File: src/rtl/exchange_seq.sv
// exchange_seq: sequences the per-round exp/opt/shift strobes shared by all replicas
module exchange_seq #(
    parameter int EXP_CYCLES = 17,
    parameter int NODE_NUM   = 32,
    parameter int BASE_NUM   = 2,
    localparam int BW        = (BASE_NUM > 1) ? $clog2(BASE_NUM) : 1
) (
    input  logic          clk,
    input  logic          reset,
    input  logic          start,
    input  logic [15:0]   rounds,
    input  logic          thr_mode,
    output logic          busy,
    output logic          done,
    output logic          round_done,
    output logic          exp_init,
    output logic          exp_run,
    output logic          exp_fin,
    output logic          opt_run,
    output logic          opt_com_thr,
    output logic [BW-1:0] base_id,
    output logic          exchange_shift_d,
    output logic [15:0]   round_cnt
);
    localparam int CMAX = (EXP_CYCLES > NODE_NUM) ? EXP_CYCLES : NODE_NUM;
    localparam int CW   = $clog2(CMAX);

    typedef enum logic [2:0] {IDLE, INIT, RUN, FIN, OPT, SHIFT, DONE} state_t;

    state_t        state_q, state_d;
    logic [CW-1:0] cnt_q, cnt_d;
    logic [15:0]   rounds_q, rounds_d;
    logic [15:0]   round_cnt_q, round_cnt_d;
    logic [BW-1:0] base_id_q, base_id_d;
    logic          thr_q, thr_d;
    logic          last;

    assign last = ({1'b0, round_cnt_q} + 17'd1) == {1'b0, rounds_q};

    // next-state: phase walk, phase counter and per-round bookkeeping
    always_comb begin
        state_d     = state_q;
        cnt_d       = cnt_q;
        rounds_d    = rounds_q;
        round_cnt_d = round_cnt_q;
        base_id_d   = base_id_q;
        thr_d       = thr_q;
        case (state_q)
            IDLE: if (start) begin
                rounds_d    = (rounds == 16'd0) ? 16'd1 : rounds;
                thr_d       = thr_mode;
                round_cnt_d = 16'd0;
                state_d     = thr_mode ? OPT : INIT;
            end
            INIT: begin
                cnt_d   = CW'(EXP_CYCLES - 1);
                state_d = RUN;
            end
            RUN: begin
                cnt_d   = (cnt_q == '0) ? cnt_q : cnt_q - 1'b1;
                state_d = (cnt_q == '0) ? FIN : RUN;
            end
            FIN: state_d = OPT;
            OPT: begin
                cnt_d   = CW'(NODE_NUM - 2);
                state_d = thr_q ? DONE : SHIFT;
            end
            SHIFT: begin
                cnt_d   = (cnt_q == '0) ? cnt_q : cnt_q - 1'b1;
                state_d = (cnt_q == '0) ? DONE : SHIFT;
            end
            DONE: begin
                round_cnt_d = round_cnt_q + 16'd1;
                base_id_d   = (base_id_q == BW'(BASE_NUM - 1)) ? '0 : base_id_q + 1'b1;
                state_d     = last ? IDLE : (thr_q ? OPT : INIT);
            end
            default: state_d = IDLE;
        endcase
    end

    // state and bookkeeping registers; base_id survives runs, cleared only by reset
    always_ff @(posedge clk) begin
        if (reset) begin
            state_q     <= IDLE;
            cnt_q       <= '0;
            rounds_q    <= 16'd0;
            round_cnt_q <= 16'd0;
            base_id_q   <= '0;
            thr_q       <= 1'b0;
        end else begin
            state_q     <= state_d;
            cnt_q       <= cnt_d;
            rounds_q    <= rounds_d;
            round_cnt_q <= round_cnt_d;
            base_id_q   <= base_id_d;
            thr_q       <= thr_d;
        end
    end

    assign busy             = state_q != IDLE;
    assign round_done       = state_q == DONE;
    assign done             = (state_q == DONE) && last;
    assign exp_init         = state_q == INIT;
    assign exp_run          = state_q == RUN;
    assign exp_fin          = state_q == FIN;
    assign opt_run          = state_q == OPT;
    assign exchange_shift_d = state_q == SHIFT;
    assign opt_com_thr      = thr_q;
    assign base_id          = base_id_q;
    assign round_cnt        = round_cnt_q;
endmodule

File: config.mk
export PLATFORM = sky130hd
export DESIGN_NAME = exchange_seq
export DESIGN_NICKNAME = d
export VERILOG_FILES = /design/src/rtl/exchange_seq.sv
export SDC_FILE = /design/constraint.sdc
export NUM_CORES = 1
export LEC_CHECK = 0
export CORE_ASPECT_RATIO = 0.9
export CORE_MARGIN = 4
export CORE_UTILIZATION = 40
export DETAILED_ROUTE_END_ITERATION = 12
export DONT_BUFFER_PORTS = 1
export MAX_ROUTING_LAYER = met4
export SYNTH_ARGS = -nofsm -noshare
export SYNTH_HDL_FRONTEND = slang
export SYNTH_SLANG_ARGS = --single-unit
File: constraint.sdc
create_clock -name clk -period 2.4 [get_ports clk]
set_clock_uncertainty 0.05 [all_clocks]
set_input_delay 0 -clock clk [delete_from_list [all_inputs] [get_ports clk]]
set_output_delay 0 -clock clk [all_outputs]
set_load 0.03 [all_outputs]
# Word level (Yosys, flattened, before mapping)
# Index checks and enable logic that the tools add are counted.
op_classes:
  n_addsub: 4
  n_eq_ne: 9
  n_mux: 14
  n_reduce_logical: 11
ops:
  columns: ["op", "count"]
  rows:
  - ["16-bit 2-to-1 mux", 2]
  - ["16-bit one-hot mux with 2 select lines", 1]
  - ["3-bit one-hot mux with 7 select lines", 1]
  - ["16-bit by 1-bit adder with 17-bit output, second input constant", 1]
  - ["17-bit by 16-bit == test with 1-bit output", 1]
  - ["16-bit by 1-bit adder with 16-bit output, second input constant", 1]
  - ["16-bit zero test", 1]
  - ["5-bit one-hot mux with 3 select lines", 1]
  - ["3-bit 2-to-1 mux", 4]
  - ["3-bit == test, second input constant", 3]
  - ["3-bit by 2-bit == test with 1-bit output, second input constant", 2]
  - ["2-bit AND reduction", 3]
  - ["3-bit nonzero test", 2]
  - ["5-bit zero test", 1]
  - ["5-bit 2-to-1 mux", 1]
  - ["5-bit by 1-bit subtractor with 5-bit output, second input constant", 1]
  - ["2-bit 2-to-1 mux", 2]
  - ["2-bit inequality test, second input constant", 2]
  - ["3-bit by 1-bit == test with 1-bit output, second input constant", 1]
  - ["3-bit zero test", 1]
  - ["1-bit 2-to-1 mux", 2]
  - ["2-bit nonzero test", 1]
  - ["2-bit OR reduction", 1]
  - ["1-bit adder, second input constant", 1]
  - ["1-bit logical AND", 1]
word_totals:
  register_bits: 42
  inputBits: 20
  out_inout_bits: 26
  elab_cells: 44

# Depth between registers and ports, before layout
# Gate-level depths: netlist (run 1).
depth:
  ltp_word: 4
  ltp_mapped: 8
  ltp_nobuf: 8

# Worst setup path before layout (run 1)
# No wires, ideal clock.
synth_path:
  kind: "register -> output"
  startpoint: "reg round_cnt_q[0], in the netlist round_cnt[0]"
  endpoint: "out done"
  arrival_time_ns: 2.432
  t_required_ns: 2.350
  setup_slack_ns: -0.082
  stages_incl_launch_ff: 9
  n_path_buf: 1
  cell_sequence: "dfxtp_1 > ha_1 > buf_4 > and3_1 > nand3_1 > a2111oi_4 > nand4_2 > nor4_4 > and2_1"
synth_between:
  elab_chain_cells: 3
synth_lines:
  columns: ["item", "line", "text"]
  rows:
  - ["start: declaration", "33", "logic [15:0] round_cnt_q, round_cnt_d;"]
  - ["start signal: assignment", "94", "round_cnt_q <= round_cnt_d;"]
  - ["16-bit by 1-bit adder with 17-bit output", "38", "assign last = ({1'b0, round_cnt_q} + 17'd1) == {1'b0, rounds_q};"]
  - ["17-bit by 16-bit == test with 1-bit output", "38", null]
  - ["1-bit logical AND", "102", "assign done = (state_q == DONE) && last;"]
  - ["end: declaration", "14", "output logic done,"]
# Every way passes these cells.

# Worst setup path in the final report (run 1)
layout_path:
  startpoint: "reg round_cnt_q[1], in the netlist round_cnt[1]"
  endpoint: "out done"
# Same word-level chain as after synthesis.

==> results of run 1 <==
## worst register-to-register path: stages, from the launching register on
cell     delay [ps]
dfxtp_4         400
buf_6           170
and4_4          270
a21oi_2          70
a211o_1         280
a31oi_2         280
nor4_4          100
buf_4           140
buf_4           130
o41ai_2         260
## final cells by class
class | instances | share of cell area [%]
multi-input combinational | 282 | 52.4
timing repair buffer | 69 | 16.7
clock buffer | 5 | 1.92
inverter | 9 | 0.943
tap | 90 | 3.14
clock inverter | 3 | 0.699
sequential | 42 | 24.2
## routing by layer
| layer | vias to the layer above | share of wire [%] |
|---|---|---|
| met4 | 0 | 0.99 |
| met1 | 1290 | 46 |
| met5 | - | 0 |
| li1 | 1389 | - |
| met3 | 8 | 7.6 |
| met2 | 84 | 46 |
## kinds of logic (layout without fill, tap and decap cells)
family	count (synthesis)	in the layout	share of synthesized area (%)
compound gates	106	106	24.2
xor+xnor	20	20	6.27
fa+ha+maj	2	2	0.895
buf+inv	34	86	7.25
flops	42	42	30.1
mux	1	1	0.358
simple gates	153	153	31.0
## layout by cell type, fill, tap and decap left out, types with 5 or more instances in the layout
cell / n
nand2_1: 51
a21oi_1: 49
buf_4: 43
nor2_1: 36
dfxtp_1: 32
o21ai_0: 25
dlygate4sd3_1: 21
nor3_1: 10
inv_1: 9
xor2_1: 9
nand3_1: 7
xnor2_1: 7
nand4_1: 6
clkbuf_8: 5
dfxtp_4: 5
dfxtp_2: 5
## power groups by stage
stage	clock network [W]	registers (W)	logic, W
2_1_floorplan	0	0.000847	0.000513
3_3_place_gp	0	0.000864	0.000625
3_5_place_dp	0	0.000868	0.000638
4_1_cts	0.000513	0.000849	0.000691
5_1_grt	0.000554	0.000862	0.000783
6_report	0.000499	0.000850	0.000704
## worst max path at each step
stage | start | endpoint | slack [ps] | cells past startpoint
final | round_cnt[1] | done | 50 | 8
after global routing | round_cnt[0] | done | -70 | 8
after CTS | round_cnt[1] | done | 1 | 8
after detailed placement | round_cnt[3] | done | 120 | 7
after global placement | round_cnt[3] | done | 170 | 7
after floorplan | round_cnt[0] | done | 110 | 8
## what timing repair did
item,4_1_cts,5_1_grt
gates resized for setup,14,24
endpoints found under the hold margin,42,0
setup endpoints to repair,1,1
buffers inserted,3,9
pin swaps,5,14
hold buffers,22,0
## stage by stage
step                cell area, µm²  worst slack, ps  utilization (%)  hold slack (ps)
global route                  3580            -72.8             53.5             43.4
CTS                           3400             1.43             50.8             30.5
global placement              3000              170             44.9             17.6
detailed placement            3000              118             44.9             19.9
finish                        3580             48.1             53.5             18.2
floorplan                     2800              105                -             86.0
## sequential cells by signal (all words and copies together) (netlist names)
name,cells
cnt_q,5
base_id,1
rounds_q,16
round_cnt,16
opt_com_thr,1
state_q,3
==> flow_summary.toml, run 1 <==
[clock_network]
clkTransAtPathRegs_ps = 90
cts_htree_levels = 2
cts_made_buffers = 5
cts_sinks = 42
cts_tree = "built"
cts_root_buffer = "clkbuf_8"
clock_path_buffers = 2
clock_latency_ps = 310

[critical_path]
cpPeakStageDelay_ps = 380
r2r_cells = 9
worstPathRequired_ps = 2350
r2r_slack_ps = 180
cpLargestDelayFamily = "simple AND/OR/NAND/NOR gates"
worstPathArrival_ps = 2300
start_kind = "register"
crit_path_max_fanout = 4
worstReg2RegEnd = "state_q[0]"
path_cells = "ha_4 -> xnor2_4 -> o211ai_4 -> a2111oi_4 -> nand4_2 -> nor4_4 -> and2_4 -> buf_6"
critPathCaptureType = "output port"
cp_slowest_cell = "dfxtp_4"
reg2reg_from = "round_cnt[0]"
path_buf_inv = 1
worstSetupPathType = "reg -> out"

[worst_hold_path]
min-delay-start = "start"
min_path_cells = 3
holdPathEnd = "round_cnt[9]"
min_path_type = "in -> reg"

[global_route]
use_met2_pct = 30.8
antenna_found_initial = 0
grt_pass1_wl_um = 13400
grt-busiest-layer = "met2"
grt_max_degree = 41
grt_usage_pct = 20.9
overflow = 0
grt_pass1_vias = 2682
use_met1_pct = 27.8
use_met3_pct = 6.05

[synthesis]
synth_area_leaders = "dfxtp_1 (30%), a21oi_1 (8.8%), nand2_1 (6.8%)"
yosysWarnings = 0
synth_edf_count = 0
avgSynthCellArea_um2 = 7.81
ys.flop_type = "dfxtp_1"
syn_area_mm2 = 0.00280
async_reset_ff_share_pct = 0
synth_top_area_share_pct = 30.1
syn_nets = 380
yosysTopAreaCell = "dfxtp_1"
yosysMostFrequentCell = "nand2_1"
yosysUniqueCellTypes = 64
synthCells = 358
yosysSeqAreaShare_pct = 30.1
synthTopCellsByCount = "nand2_1 (51), a21oi_1 (49), dfxtp_1 (42)"
yosys_register_bits = 42

[drt]
num_vias = 2771
viasPerCell = 5.54
drt_wl_total_um = 8090
avgRoutedWirePerCell_um = 16.2
drc_errors = 0
drtPass1Iterations = 4
antenna_left = 0
drt-initial-drc-count = 202

[timing]
tns_ps = 0
hold_viol = 0
max_freq_mhz = 425
fin_crit_sh_pct = 98.0
slew_headroom_pct = 57.6
drv_slew = 0
tightest_slew_ps = 631
setup_violations = 0
rsz0062_at_grt = "true"
min_period_ps = 2350

[cells_and_area]
num-fill-cells = 655
final_cells = 500
area_growth_pct = 28.1
ff_latch_area_um2 = 866
n_antenna_cell = 0
multi_input_area_mm2 = 0.00188
drive_gt1_share_pct = 24.9
final_nets = 431

[floorplanning]
die_h_um = 87.3
start_util_pct = 41.8
die_w_um = 96.1
io_pins = 46
rows = 28
dieArea_mm2 = 0.00839
coreArea_mm2 = 0.00669

[placement]
port_buffers = 0
hpwl_um = 5560
place_inst = 458
gp_congestion = 0.909

[run_status]
outcome = "finished clean"

[power_and_ir_drop]
intPower_w = 0.00125
power.total_w = 0.00205
p_per_area_mw_per_mm2 = 573
combPwrFrac_pct = 34.3
irDropWorstVdd_mv = 0.332
p_seq_share_pct = 41.4
power_leakage_nw = 1.42
p_switching_w = 0.000799
power_switching_share_pct = 38.9
clockPowerShare_pct = 24.3

[job]
cap_viol_max_count = 0
Power figures use the tool's default switching activity.
==> run 2: changes to the inputs <==
==> constraint.sdc (replaced) <==
create_clock -name clk -period 2.1 [get_ports clk]
set_clock_uncertainty 0.05 [all_clocks]
set_input_delay 0 -clock clk [delete_from_list [all_inputs] [get_ports clk]]
set_output_delay 0 -clock clk [all_outputs]
set_load 0.03 [all_outputs]
==> run 2 against run 1 <==
Effect of this change: the run now ends with negative setup slack left; setup slack worse by 140 ps; sequential share of layout area rose by 0.12 points; routed wire length fell by 0.28%; largest power group unchanged.
==> flow_summary.toml, run 2 (synthesized netlist as in run 1, its figures left out) <==
[clock_network]
clock_latency_ps = 300
clock_path_buffers = 2
cts_root_buffer = "clkbuf_8"
cts_made_buffers = 5
cts_htree_levels = 2
clkTransAtPathRegs_ps = 90
cts_tree = "built"
cts_sinks = 42

[global_route]
overflow = 0
grt_pass1_vias = 2669
use_met1_pct = 28.0
grt-busiest-layer = "met2"
grt_max_degree = 41
grt_usage_pct = 20.9
grt_pass1_wl_um = 13200
use_met2_pct = 31.3
use_met3_pct = 4.32
antenna_found_initial = 0

[cells_and_area]
ff_latch_area_um2 = 870
num-fill-cells = 670
drive_gt1_share_pct = 26.6
final_cells = 507
layout_common_cells = "buf_4 (53), nand2_1 (50), a21oi_1 (49)"
area_growth_pct = 28.0
final_nets = 438
n_antenna_cell = 0
multi_input_area_mm2 = 0.00183
final_common_cell = "buf_4"
finish.instance_area_mm2 = 0.00358

[power_and_ir_drop]
power.total_w = 0.00234
intPower_w = 0.00144
irDropWorstVdd_mv = 0.421
combPwrFrac_pct = 34.5
power_switching_share_pct = 38.6
clockPowerShare_pct = 24.1
power_leakage_nw = 1.44
p_switching_w = 0.000905
p_per_area_mw_per_mm2 = 654
p_seq_share_pct = 41.4

[drt]
avgRoutedWirePerCell_um = 15.9
drt-initial-drc-count = 161
num_vias = 2845
drt_wl_total_um = 8070
drc_errors = 0
viasPerCell = 5.61
antenna_left = 0
drtPass1Iterations = 4

[floorplanning]
rows = 28
start_util_pct = 41.8
coreArea_mm2 = 0.00669
io_pins = 46
die_h_um = 87.3
dieArea_mm2 = 0.00839
die_w_um = 96.1

[timing]
slew_headroom_pct = 62.7
min_period_ps = 2190
hold_viol = 0
tightest_slew_ps = 556
drv_slew = 0
rsz0062_at_grt = "true"
fin_crit_sh_pct = 104
setup_ws_ps = -94.0
max_freq_mhz = 456
hold_slack_ps = 18.3
setup_violations = 1

[critical_path]
r2r_cells = 8
path_common_cell = "nor4_4"
path_cells = "buf_8 -> nand2_4 -> nor4_4 -> xnor2_1 -> o2111ai_2 -> nor4_4 -> and2_4"
cpLargestDelayFamily = "simple AND/OR/NAND/NOR gates"
crit_path_max_fanout = 6
cpPeakStageDelay_ps = 380
worstSetupPathType = "reg -> out"
worstPathRequired_ps = 2050
path_buf_inv = 1
worstPathArrival_ps = 2140
critPathCaptureType = "output port"
cp_slowest_cell = "dfxtp_2"
path_depth = 7
start_kind = "register"

[placement]
hpwl_um = 5540
place_inst = 469
post_dp_cell_area_mm2 = 0.00312
gp_congestion = 0.902
port_buffers = 0
dpl_worst_slack_ps = -39.9

[worst_hold_path]
min_path_type = "in -> reg"
min_path_cells = 3

[run_status]
violations = "negative setup slack"
outcome = "complete, but fails checks"

[job]
cap_viol_max_count = 0
==> run 2: changes by cell type in the layout (fill, tap and decap cells not counted), sizes merged <==
cell,before,now
buf,48,57
dlygate4sd3,21,19
==> run 2: repair_timing <==
item,in CTS,in global routing
gates resized for setup,19,5
endpoints found under the setup margin,3,8
hold buffers,20,0
cloned,1,0
buffers inserted,5,4
endpoints found under the hold margin,42,0
pin swaps,11,4
==> run 2: path summary, 6_finish.rpt <==
check | startpoint | to | slack [ps]
max | round_cnt[9] | done | -90
min | rounds[14] | rounds_q[0] | 20
max reg2reg | round_cnt[0] | state_q[0] | 80
min reg2reg | rounds_q[2] | rounds_q[2] | 420
==> run 2: tightest hold or removal path: stages <==
cell and delay (ps):
nor4_1 30, a311oi_1 240, nor3_1 70
==> run 2: per-layer routing <==
layer  vias to the layer above  part of all wire, %
met5                         -                    0
met4                         0                  1.5
met3                        12                  5.9
met2                        81                   46
met1                      1352                   47
li1                       1400                    -
==> run 2: stage by stage <==
step | setup TNS, ps | utilization, %
2_1_floorplan | 0 | -
3_3_place_gp | 0 | 46.6
3_5_place_dp | -80.6 | 46.6
4_1_cts | -97.7 | 52.9
5_1_grt | -204 | 53.5
6_report | -94.0 | 53.5
==> run 2: area by class of cell <==
| type | instances | area share, % |
|---|---|---|
| timing repair buffer | 76 | 17.9 |
| tap | 90 | 3.15 |
| clock buffer | 5 | 1.92 |
| multi-input combinational | 282 | 51.1 |
| clock inverter | 3 | 0.699 |
| sequential | 42 | 24.3 |
| inverter | 9 | 0.944 |
==> run 2: power by group through the flow <==
stage               Combinational, W  Clock [W]  Sequential (W)
detailed placement          0.000741          0        0.000988
global placement            0.000727          0        0.000988
global route                0.000907   0.000622        0.000982
floorplan                   0.000587          0        0.000966
CTS                         0.000804   0.000592        0.000969
finish                      0.000807   0.000565        0.000969
